$ cat config.mk
export PLATFORM = sky130hd
export DESIGN_NAME = seven_seg_scan_driver_flat
export DESIGN_NICKNAME = d
export VERILOG_FILES = /design/src/rtl/seven_seg_scan_driver_pkg.sv /design/src/rtl/seven_seg_scan_driver_if.sv /design/src/rtl/seven_seg_scan_driver_pulse_divider.sv /design/src/rtl/seven_seg_scan_driver.sv /design/src/flat_wrapper.sv
export SDC_FILE = /design/constraint.sdc
export NUM_CORES = 1
export LEC_CHECK = 0
export ABC_AREA = 1
export CAP_MARGIN = 30
export CORE_MARGIN = 2
export CORE_UTILIZATION = 30
export CTS_CLUSTER_SIZE = 8
export DETAILED_ROUTE_END_ITERATION = 8
export GPL_TIMING_DRIVEN = 0
export PLACE_DENSITY = 0.47
export SLEW_MARGIN = 10
export SYNTH_ARGS = -nofsm -noshare
export SYNTH_HDL_FRONTEND = slang
export SYNTH_SLANG_ARGS = --single-unit
$ cat constraint.sdc
create_clock -name clk -period 9.2 [get_ports clk]
set_input_delay 1.84 -clock clk [delete_from_list [all_inputs] [get_ports clk]]
set_output_delay 1.84 -clock clk [all_outputs]
set_load 0.02 [all_outputs]
$ cat src/rtl/seven_seg_scan_driver_pkg.sv
`default_nettype none
// ============================================================================
// clock_display_pkg : constants, digit index type and BCD->7-seg encoder
// shared by the clock core and the display driver.   Rev 1.0
// ============================================================================
package clock_display_pkg;

    localparam int         NUM_DIGITS = 6;
    localparam logic [6:0] SEG_BLANK  = 7'h7F;

    typedef logic [2:0] digit_idx_t;

    // Active-low segments, bit order {g,f,e,d,c,b,a}; non-BCD values blank.
    function automatic logic [6:0] bcd_to_seg(input logic [3:0] i_bcd);
        logic [6:0] w_seg;
        case (i_bcd)
            4'd0:    w_seg = 7'b1000000;
            4'd1:    w_seg = 7'b1111001;
            4'd2:    w_seg = 7'b0100100;
            4'd3:    w_seg = 7'b0110000;
            4'd4:    w_seg = 7'b0011001;
            4'd5:    w_seg = 7'b0010010;
            4'd6:    w_seg = 7'b0000010;
            4'd7:    w_seg = 7'b1111000;
            4'd8:    w_seg = 7'b0000000;
            4'd9:    w_seg = 7'b0010000;
            default: w_seg = SEG_BLANK;
        endcase
        return w_seg;
    endfunction

endpackage
`default_nettype wire

$ cat src/rtl/seven_seg_scan_driver_if.sv
`default_nettype none
// ============================================================================
// seven_seg_scan_driver_if : digit codes and controls in, scanned display out.
// Rev 1.0
// ============================================================================
interface seven_seg_scan_driver_if;
    logic [6:0] hex2;
    logic [6:0] hex3;
    logic [6:0] hex4;
    logic [6:0] hex5;
    logic [6:0] hex6;
    logic [6:0] hex7;
    logic       enable;
    logic [3:0] brightness;
    logic [5:0] blink_mask;
    logic [6:0] seg;
    logic [5:0] an;
    logic       frame_start;

    modport master (
        output hex2, hex3, hex4, hex5, hex6, hex7, enable, brightness, blink_mask,
        input  seg, an, frame_start
    );

    modport slave (
        input  hex2, hex3, hex4, hex5, hex6, hex7, enable, brightness, blink_mask,
        output seg, an, frame_start
    );
endinterface
`default_nettype wire

$ cat src/rtl/seven_seg_scan_driver_pulse_divider.sv
`default_nettype none
// ============================================================================
// pulse_divider : free-running 0..DIV-1 counter, o_tick high on the last count.
// Rev 1.0
// ============================================================================
module pulse_divider #(
    parameter int DIV = 2
) (
    input  wire logic clk,
    input  wire logic reset,
    output logic      o_tick
);
    localparam int             c_W    = (DIV > 1) ? $clog2(DIV) : 1;
    localparam logic [c_W-1:0] c_LAST = c_W'(DIV - 1);

    logic [c_W-1:0] r_cnt;

    always_ff @(posedge clk or posedge reset) begin
        if (reset) begin
            r_cnt <= '0;
        end else if (r_cnt == c_LAST) begin
            r_cnt <= '0;
        end else begin
            r_cnt <= r_cnt + 1'b1;
        end
    end

    assign o_tick = (r_cnt == c_LAST);
endmodule
`default_nettype wire

$ cat src/rtl/seven_seg_scan_driver.sv
`default_nettype none
// ============================================================================
// seven_seg_scan_driver : frame-coherent 6-digit multiplexed display driver
// with anti-ghost blanking, 16-level PWM and per-digit blink.   Rev 1.0
// ============================================================================
module seven_seg_scan_driver
    import clock_display_pkg::*;
#(
    parameter int CLK_HZ       = 50_000_000,
    parameter int REFRESH_HZ   = 1000,
    parameter int BLANK_CYCLES = 64,
    parameter int BLINK_HZ     = 2
) (
    input  wire logic               clk,
    input  wire logic               reset,
    seven_seg_scan_driver_if.slave  bus
);
    localparam int SLOT_DIV  = CLK_HZ / (REFRESH_HZ * NUM_DIGITS);
    localparam int BLINK_DIV = CLK_HZ / (2 * BLINK_HZ);
    // At least 4 bits so the PWM compare on slot_cnt[3:0] is always legal.
    localparam int c_SW = ($clog2(SLOT_DIV) > 4) ? $clog2(SLOT_DIV) : 4;

    localparam logic [c_SW-1:0] c_SLOT_LAST  = c_SW'(SLOT_DIV - 1);
    localparam logic [c_SW-1:0] c_BLANK      = c_SW'(BLANK_CYCLES);
    localparam digit_idx_t      c_LAST_DIGIT = digit_idx_t'(NUM_DIGITS - 1);

    generate
        if (SLOT_DIV <= BLANK_CYCLES + 1) begin : g_bad_slot_div
            $error("seven_seg_scan_driver: SLOT_DIV must exceed BLANK_CYCLES+1");
        end
    endgenerate

    logic [c_SW-1:0] r_slot_cnt;
    digit_idx_t      r_digit_idx;
    logic [6:0]      r_snap [NUM_DIGITS];
    logic            r_blink_phase;
    logic [6:0]      r_seg;
    logic [5:0]      r_an;
    logic            r_frame_start;

    logic [6:0]      w_hex [NUM_DIGITS];
    logic            w_slot_end;
    logic            w_blink_tick;
    logic            w_lit;

    assign w_hex[0] = bus.hex2;
    assign w_hex[1] = bus.hex3;
    assign w_hex[2] = bus.hex4;
    assign w_hex[3] = bus.hex5;
    assign w_hex[4] = bus.hex6;
    assign w_hex[5] = bus.hex7;

    pulse_divider #(
        .DIV (BLINK_DIV)
    ) u_blink_div (
        .clk    (clk),
        .reset  (reset),
        .o_tick (w_blink_tick)
    );

    assign w_slot_end = (r_slot_cnt == c_SLOT_LAST);

    assign w_lit = bus.enable
                && (r_slot_cnt >= c_BLANK)
                && (r_slot_cnt[3:0] <= bus.brightness)
                && !(bus.blink_mask[r_digit_idx] && r_blink_phase);

    always_ff @(posedge clk or posedge reset) begin
        if (reset) begin
            r_slot_cnt    <= '0;
            r_digit_idx   <= '0;
            r_blink_phase <= 1'b0;
            r_frame_start <= 1'b0;
            r_seg         <= SEG_BLANK;
            r_an          <= '1;
            for (int i = 0; i < NUM_DIGITS; i++) begin
                r_snap[i] <= SEG_BLANK;
            end
        end else begin
            // Pulse lines up with the cycle the scan state sits at digit 0, slot 0.
            r_frame_start <= w_slot_end && (r_digit_idx == c_LAST_DIGIT);

            if (w_slot_end) begin
                r_slot_cnt <= '0;
                if (r_digit_idx == c_LAST_DIGIT) begin
                    r_digit_idx <= '0;
                    for (int i = 0; i < NUM_DIGITS; i++) begin
                        r_snap[i] <= w_hex[i];
                    end
                end else begin
                    r_digit_idx <= r_digit_idx + 1'b1;
                end
            end else begin
                r_slot_cnt <= r_slot_cnt + 1'b1;
            end

            if (w_blink_tick) begin
                r_blink_phase <= ~r_blink_phase;
            end

            if (w_lit) begin
                r_seg <= r_snap[r_digit_idx];
                r_an  <= ~(6'b1 << r_digit_idx);
            end else begin
                r_seg <= SEG_BLANK;
                r_an  <= '1;
            end
        end
    end

    assign bus.seg         = r_seg;
    assign bus.an          = r_an;
    assign bus.frame_start = r_frame_start;
endmodule
`default_nettype wire
$ cat src/flat_wrapper.sv
// flat-port wrapper written by rule: the top's interface ports become plain ports
module seven_seg_scan_driver_flat import clock_display_pkg::*;
#(
    parameter int CLK_HZ       = 50_000_000,
    parameter int REFRESH_HZ   = 1000,
    parameter int BLANK_CYCLES = 64,
    parameter int BLINK_HZ     = 2
)
  (clk, reset, bus_hex2, bus_hex3, bus_hex4, bus_hex5, bus_hex6, bus_hex7, bus_enable, bus_brightness, bus_blink_mask, bus_seg, bus_an, bus_frame_start);
  seven_seg_scan_driver_if bus_i ();
  input  wire logic clk;
  input  wire logic reset;
  input wire logic [$bits(bus_i.hex2)-1:0] bus_hex2;
  input wire logic [$bits(bus_i.hex3)-1:0] bus_hex3;
  input wire logic [$bits(bus_i.hex4)-1:0] bus_hex4;
  input wire logic [$bits(bus_i.hex5)-1:0] bus_hex5;
  input wire logic [$bits(bus_i.hex6)-1:0] bus_hex6;
  input wire logic [$bits(bus_i.hex7)-1:0] bus_hex7;
  input wire logic [$bits(bus_i.enable)-1:0] bus_enable;
  input wire logic [$bits(bus_i.brightness)-1:0] bus_brightness;
  input wire logic [$bits(bus_i.blink_mask)-1:0] bus_blink_mask;
  output wire logic [$bits(bus_i.seg)-1:0] bus_seg;
  output wire logic [$bits(bus_i.an)-1:0] bus_an;
  output wire logic [$bits(bus_i.frame_start)-1:0] bus_frame_start;
  assign bus_i.hex2 = bus_hex2;
  assign bus_i.hex3 = bus_hex3;
  assign bus_i.hex4 = bus_hex4;
  assign bus_i.hex5 = bus_hex5;
  assign bus_i.hex6 = bus_hex6;
  assign bus_i.hex7 = bus_hex7;
  assign bus_i.enable = bus_enable;
  assign bus_i.brightness = bus_brightness;
  assign bus_i.blink_mask = bus_blink_mask;
  assign bus_seg = bus_i.seg;
  assign bus_an = bus_i.an;
  assign bus_frame_start = bus_i.frame_start;
  seven_seg_scan_driver #(.CLK_HZ(CLK_HZ), .REFRESH_HZ(REFRESH_HZ), .BLANK_CYCLES(BLANK_CYCLES), .BLINK_HZ(BLINK_HZ)) u_core (.clk(clk), .reset(reset), .bus(bus_i));
endmodule
==> results.cfg, run 1 <==
[yosys]
ys_dominant_reg_cell = dfstp_2
ys_warn_count = 0
yosysUniqueCellTypes = 25
synth_fp_nets = 767
ys_ff_latch = 98
yosysSeqAreaShare_pct = 48.9
syn_area_um2 = 5150
avgSynthCellArea_um2 = 7.32
synthCells = 704
synthArstFlopShare_pct = 100
synth_edf_count = 0

[global_route]
antenna_found_initial = 0
grt_pass1_wl_um = 22400
grt_use_total_pct = 15.6
grt_max_degree = 53
overflow = 0
grt_pass1_vias = 4507

[clock_network]
cts_resized = 0
cts_buffers = 9
cts_hold_buf = 0
clk_path_buf_depth = 2
htree_levels = 3
cts_sinks = 98
clk_latency_ps = 350
cts_tree = done
cts_root_buffer = clkbuf_16
clk_pin_slew_ps = 70
post_cts_buffers = 0

[route]
vias_per_cell = 4.36
ant_nets = 0
wirelength_um = 13000
route.detailed.drc = 0
num_vias = 4401
initialDrtViolationCount = 337
wl_per_cell_um = 12.9
dr.pass1.iters = 5

[setup_path]
reg2reg_depth = 8
cpPeakStageDelay_ps = 610
critPathKind = flip-flop to output port
r2r_start = u_core.u_blink_div.r_cnt[0]
regToRegSetupSlack_ps = 7330
critical_path.max_fanout = 1
crit_slowest_cell = clkdlybuf4s50_1
crit_chain = clkdlybuf4s50_1
crit_required_ps = 7360
critPathLaunchType = flip-flop
critPathBufInv = 1
cp_top_family = buffers and inverters
end_kind = output port
timing.rr.end = u_core.u_blink_div.r_cnt[12]
arrival_ps = 1490

[power]
ir_worst_vdd_v = 0.0000902
p_int_w = 0.000698
power_density_nw_per_um2 = 136
clock_power_share_pct = 46.9
swShare_pct = 20.8
leakage_nw = 3.17
pwr-share-comb_pct = 4.1
netSwitchingPower_w = 0.000183
seq_power_share_pct = 49.0

[min_path]
hold_path_class = flip-flop to flip-flop
hold_path_depth = 2
min_from = u_core.r_snap[28]
whs_endpoint = u_core.r_snap[28]

[placed_design]
place_hpwl_um = 9820
place.gp.congestion = 0.821
pre_cts_slack_ps = 5530
numPortBuffers = 68

[die]
io_pins = 69
core_area_um2 = 16700
dieArea_um2 = 18200
initial_core_util_pct = 30.9
rows = 47
dieHeight_um = 135
dieWidth_um = 135

[sta]
worst_slew_pin_slew_ps = 628
slew_headroom_pct = 58.1
hold_ws_ps = 469
period_share_pct = 36.2
fmax_mhz = 300
rsz0062_at_grt = false
skew_ps = 9.34
hold_viol = 0
finalCriticalPeriod_ps = 3330
slew_violations = 0
layout_setup_ws_ps = 5870
setup_viol = 0
finalSetupTns_ps = 0

[final_layout]
finalCoreUtilization_pct = 38.7
area_delta_synth_final_pct = 25.4
nNetsFinal = 847
mostFrequentLayoutCell = nand2_1
drive_gt1_share_pct = 12.4
final_cell_mix = nand2_1 (330), nor2_1 (86), clkdlybuf4s50_1 (68), inv_1 (63), dfstp_2 (55)
diodes = 0

[outcome]
status = completed

[job]
maxCapViolations = 0
[through the flow]
step	cells	total power, W	area (um2)
global route	1009	0.000916	6460
floorplan	704	0.000448	5150
detailed placement	993	0.000476	6140
CTS	1009	0.000893	6460
global placement	992	0.000474	6110
finish	1009	0.000881	6460
[sequential cells by signal, summed over array words and instances, names as in the netlist]
signal,count
u_core.bus.an,6
u_core.bus.frame_start,1
u_core.bus.seg,7
u_core.r_blink_phase,1
u_core.r_digit_idx,3
u_core.r_slot_cnt,14
u_core.r_snap,42
u_core.u_blink_div.r_cnt,24
[synthesized netlist by cell type, types with 2 or more instances]
cell type | instances | area, um2
xnor2_1 | 4 | 35.0
nand3_1 | 32 | 160
buf_4 | 6 | 45.0
dfstp_2 | 55 | 1450
nand3b_1 | 2 | 15.0
nand4_1 | 8 | 50.1
nor2_1 | 86 | 323
xor2_1 | 13 | 114
dfrtp_1 | 43 | 1080
nand2_1 | 330 | 1240
buf_6 | 2 | 22.5
inv_1 | 64 | 240
a21oi_1 | 10 | 50.1
inv_2 | 5 | 18.8
nor2_2 | 5 | 31.3
clkbuf_1 | 4 | 15.0
nor3_1 | 10 | 50.1
ha_1 | 8 | 100
o21ai_0 | 7 | 35.0
buf_2 | 5 | 25.0
[power by group through the flow]
stage	clock network, W	logic, W	registers, W
after global routing	0.000444	0.0000401	0.000432
after detailed placement	0	0.0000370	0.000439
after global placement	0	0.0000349	0.000439
after floorplan	0	0.00000837	0.000439
final	0.000414	0.0000358	0.000432
after CTS	0.000424	0.0000370	0.000432
[cells by family (layout without fill, tap and decap cells)]
kind of cell    after synthesis  count (layout)  synth area share, %
compound gates               17              17                 1.65
xor+xnor                     17              17                 2.89
fa+ha+maj                     8               8                 1.94
buf+inv                      86             171                 7.11
flops                        98              98                 48.9
simple gates                478             478                 37.5
[worst max path at each step]
| stage | startpoint | end | slack, ps | cells after the start |
|---|---|---|---|---|
| after global placement | reset | u_core.bus.frame_start | 3180 | 2 |
| after CTS | u_core.bus.an[5] | bus_an[5] | 5850 | 1 |
| after global routing | bus_brightness[1] | u_core.bus.an[2] | 5710 | 12 |
| after detailed placement | bus_brightness[3] | u_core.bus.an[2] | 5530 | 10 |
| final | u_core.bus.an[5] | bus_an[5] | 5870 | 1 |
| after floorplan | reset | u_core.bus.frame_start | 4890 | 1 |
[final cells by class]
type | count | area, um2
Sequential cell | 98 | 2520
Clock buffer | 13 | 283
Timing Repair Buffer | 69 | 708
Fill cell | 1786 | 10200
Inverter | 69 | 262
Buffer | 17 | 108
Tap cell | 220 | 275
Multi-Input combinational cell | 520 | 2260
Clock inverter | 3 | 41.3
[metal layers]
layer | global-route usage [%] | routed length [um] | vias up
met5 | 0 | 0 | -
met4 | 5.50 | 235 | 0
met3 | 2.52 | 427 | 13
met2 | 25.3 | 6120 | 74
met1 | 21.3 | 6240 | 2017
li1 | - | - | 2297
Power figures use the tool's default switching activity.
==> inputs of run 2 (changes only) <==
clock period = 3.2 ns   (was 9.2 ns; I/O delays follow)
==> results of run 2 <==
Same layout as run 1 (identical final DEF). Status: completed.
Main changes from that run: setup slack after placement 5530 ps -> 732 ps; setup slack after layout 5870 ps -> 1070 ps; register-to-register setup slack 7330 ps -> 1330 ps; total power 0.000881 W -> 0.00253 W; worst IR drop on VDD 0.0000902 V -> 0.000259 V
==> inputs of run 3 (changes only) <==
PLACE_DENSITY = 0.48   (was 0.47)
clock period = 1.85 ns   (was 3.2 ns; I/O delays follow)
==> results.cfg, run 3 (same netlist as run 1, synthesis figures left out) <==
[outcome]
status = completed

[die]
core_area_um2 = 16700
dieHeight_um = 135
initial_core_util_pct = 30.9
rows = 47
dieArea_um2 = 18200
io_pins = 69
dieWidth_um = 135

[power]
leakage_nw = 3.14
power_density_nw_per_um2 = 650
ir_worst_vdd_v = 0.000434

[final_layout]
register_area_um2 = 2520
diodes = 0
regMostFlops = u_core.r_snap
mostFrequentLayoutCell = nand2_1
largest_reg_flops = 42
fin_area_um2 = 6460
finalCoreUtilization_pct = 38.7
multi_input_area_um2 = 2280
area_delta_synth_final_pct = 25.4
largest_registers = u_core.r_snap: 42 flops, u_core.u_blink_div.r_cnt: 24 flops, u_core.r_slot_cnt: 14 flops
fin_cells = 1010
drive_gt1_share_pct = 12.9
nNetsFinal = 848
nFillCells = 1762
final_cell_mix = nand2_1 (330), nor2_1 (86), inv_1 (62), clkdlybuf4s50_1 (55), dfstp_2 (55)

[route]
wl_per_cell_um = 12.7
route.detailed.drc = 0
dr.pass1.iters = 4
ant_nets = 0
num_vias = 4436
initialDrtViolationCount = 306
vias_per_cell = 4.39
wirelength_um = 12800

[sta]
slew_headroom_pct = 50.0
fmax_mhz = 586
hold_viol = 0
rsz0062_at_grt = false
period_share_pct = 92.3
layout_setup_ws_ps = 143
setup_viol = 0
worst_slew_pin_slew_ps = 749
slew_violations = 0
skew_ps = 7.87
finalCriticalPeriod_ps = 1710

[clock_network]
post_cts_buffers = 0
cts_tree = done
cts_sinks = 98
cts_root_buffer = clkbuf_16
clk_pin_slew_ps = 70
clk_path_buf_depth = 2
htree_levels = 3
clk_latency_ps = 350
cts_buffers = 9
cts_hold_buf = 0

[placed_design]
post_dp_cell_area_um2 = 6150
place_hpwl_um = 9650
post-place-cells = 994
numPortBuffers = 68
pre_cts_slack_ps = -337
place.gp.congestion = 0.869

[setup_path]
critPathKind = input port to flip-flop
critPathLaunchType = input port
arrival_ps = 1950
end_kind = flip-flop
critical_path.max_fanout = 10
crit_required_ps = 2090

[global_route]
antenna_found_initial = 0
grt_max_degree = 37
grt_use_total_pct = 15.3
grt_pass1_vias = 4458
overflow = 0
grt_pass1_wl_um = 21800

[job]
maxCapViolations = 0

[min_path]
hold_path_class = flip-flop to flip-flop
[run 3: final cells by class]
class	instances	area share [%]
repair buffers	70	11.2
plain buffers	17	1.76
flip-flops and latches	98	39.0
clock inverters	4	0.348
multi-input cells	520	35.2
clock buffers	12	4.14
well taps	220	4.26
inverters	69	4.07
[run 3: metal layers]
layer  global-route usage [%]  vias up  share of wire (%)
met5                        0        -                  0
met4                     6.02        0                2.1
met3                     2.52       17                4.7
met2                     24.5      112                 46
met1                     20.7     2000                 47
li1                         -     2307                  -
[run 3: what timing repair did]
| action | CTS | global route |
|---|---|---|
| endpoints found under the hold margin | 0 | 0 |
| gates resized for setup | 8 | 12 |
| setup endpoints to repair | 8 | 22 |
| pin swaps | 0 | 1 |
[run 3: path summary, 6_finish.rpt]
path                                 startpoint                     endpoint  slack, ps  depth (start not counted)
setup / recovery              bus_brightness[1]             u_core.bus.an[5]        140                         12
hold / removal                u_core.r_snap[41]            u_core.r_snap[41]        470                          2
setup reg to reg           u_core.r_slot_cnt[0]             u_core.r_snap[0]        160                          9
hold reg to reg               u_core.r_snap[41]            u_core.r_snap[41]        470                          2
max in group asynchronous                 reset            u_core.r_snap[28]        660                          3
min in group asynchronous                 reset  u_core.u_blink_div.r_cnt[4]        500                          2
[run 3: metrics by stage]
stage / hold WS (ps) / setup TNS [ps] / total power [W]
3_5_place_dp: 457 / -3080 / 0.00237
2_1_floorplan: 447 / 0 / 0.00223
5_1_grt: 483 / 0 / 0.00438
3_3_place_gp: 459 / -53000 / 0.00236
4_1_cts: 468 / 0 / 0.00427
6_report: 467 / 0 / 0.00420
[run 3: worst max-delay path, cell delays in order]
cell and delay (ps):
clkdlybuf4s50_1 450, inv_1 40, ha_1 300, nand2_1 70
nand2_1 40, nand2_1 50, nand2_1 40, nand2_1 50
nand2_1 110, inv_2 110, buf_6 140, nand3_1 150
[run 3: power by group]
group	switching, W	leakage (nW)	internal, W
clock network	0.000843	0.148	0.00103
registers	0	1.15	0.00215
logic	0.0000691	1.84	0.000113
total	0.000912	3.14	0.00329
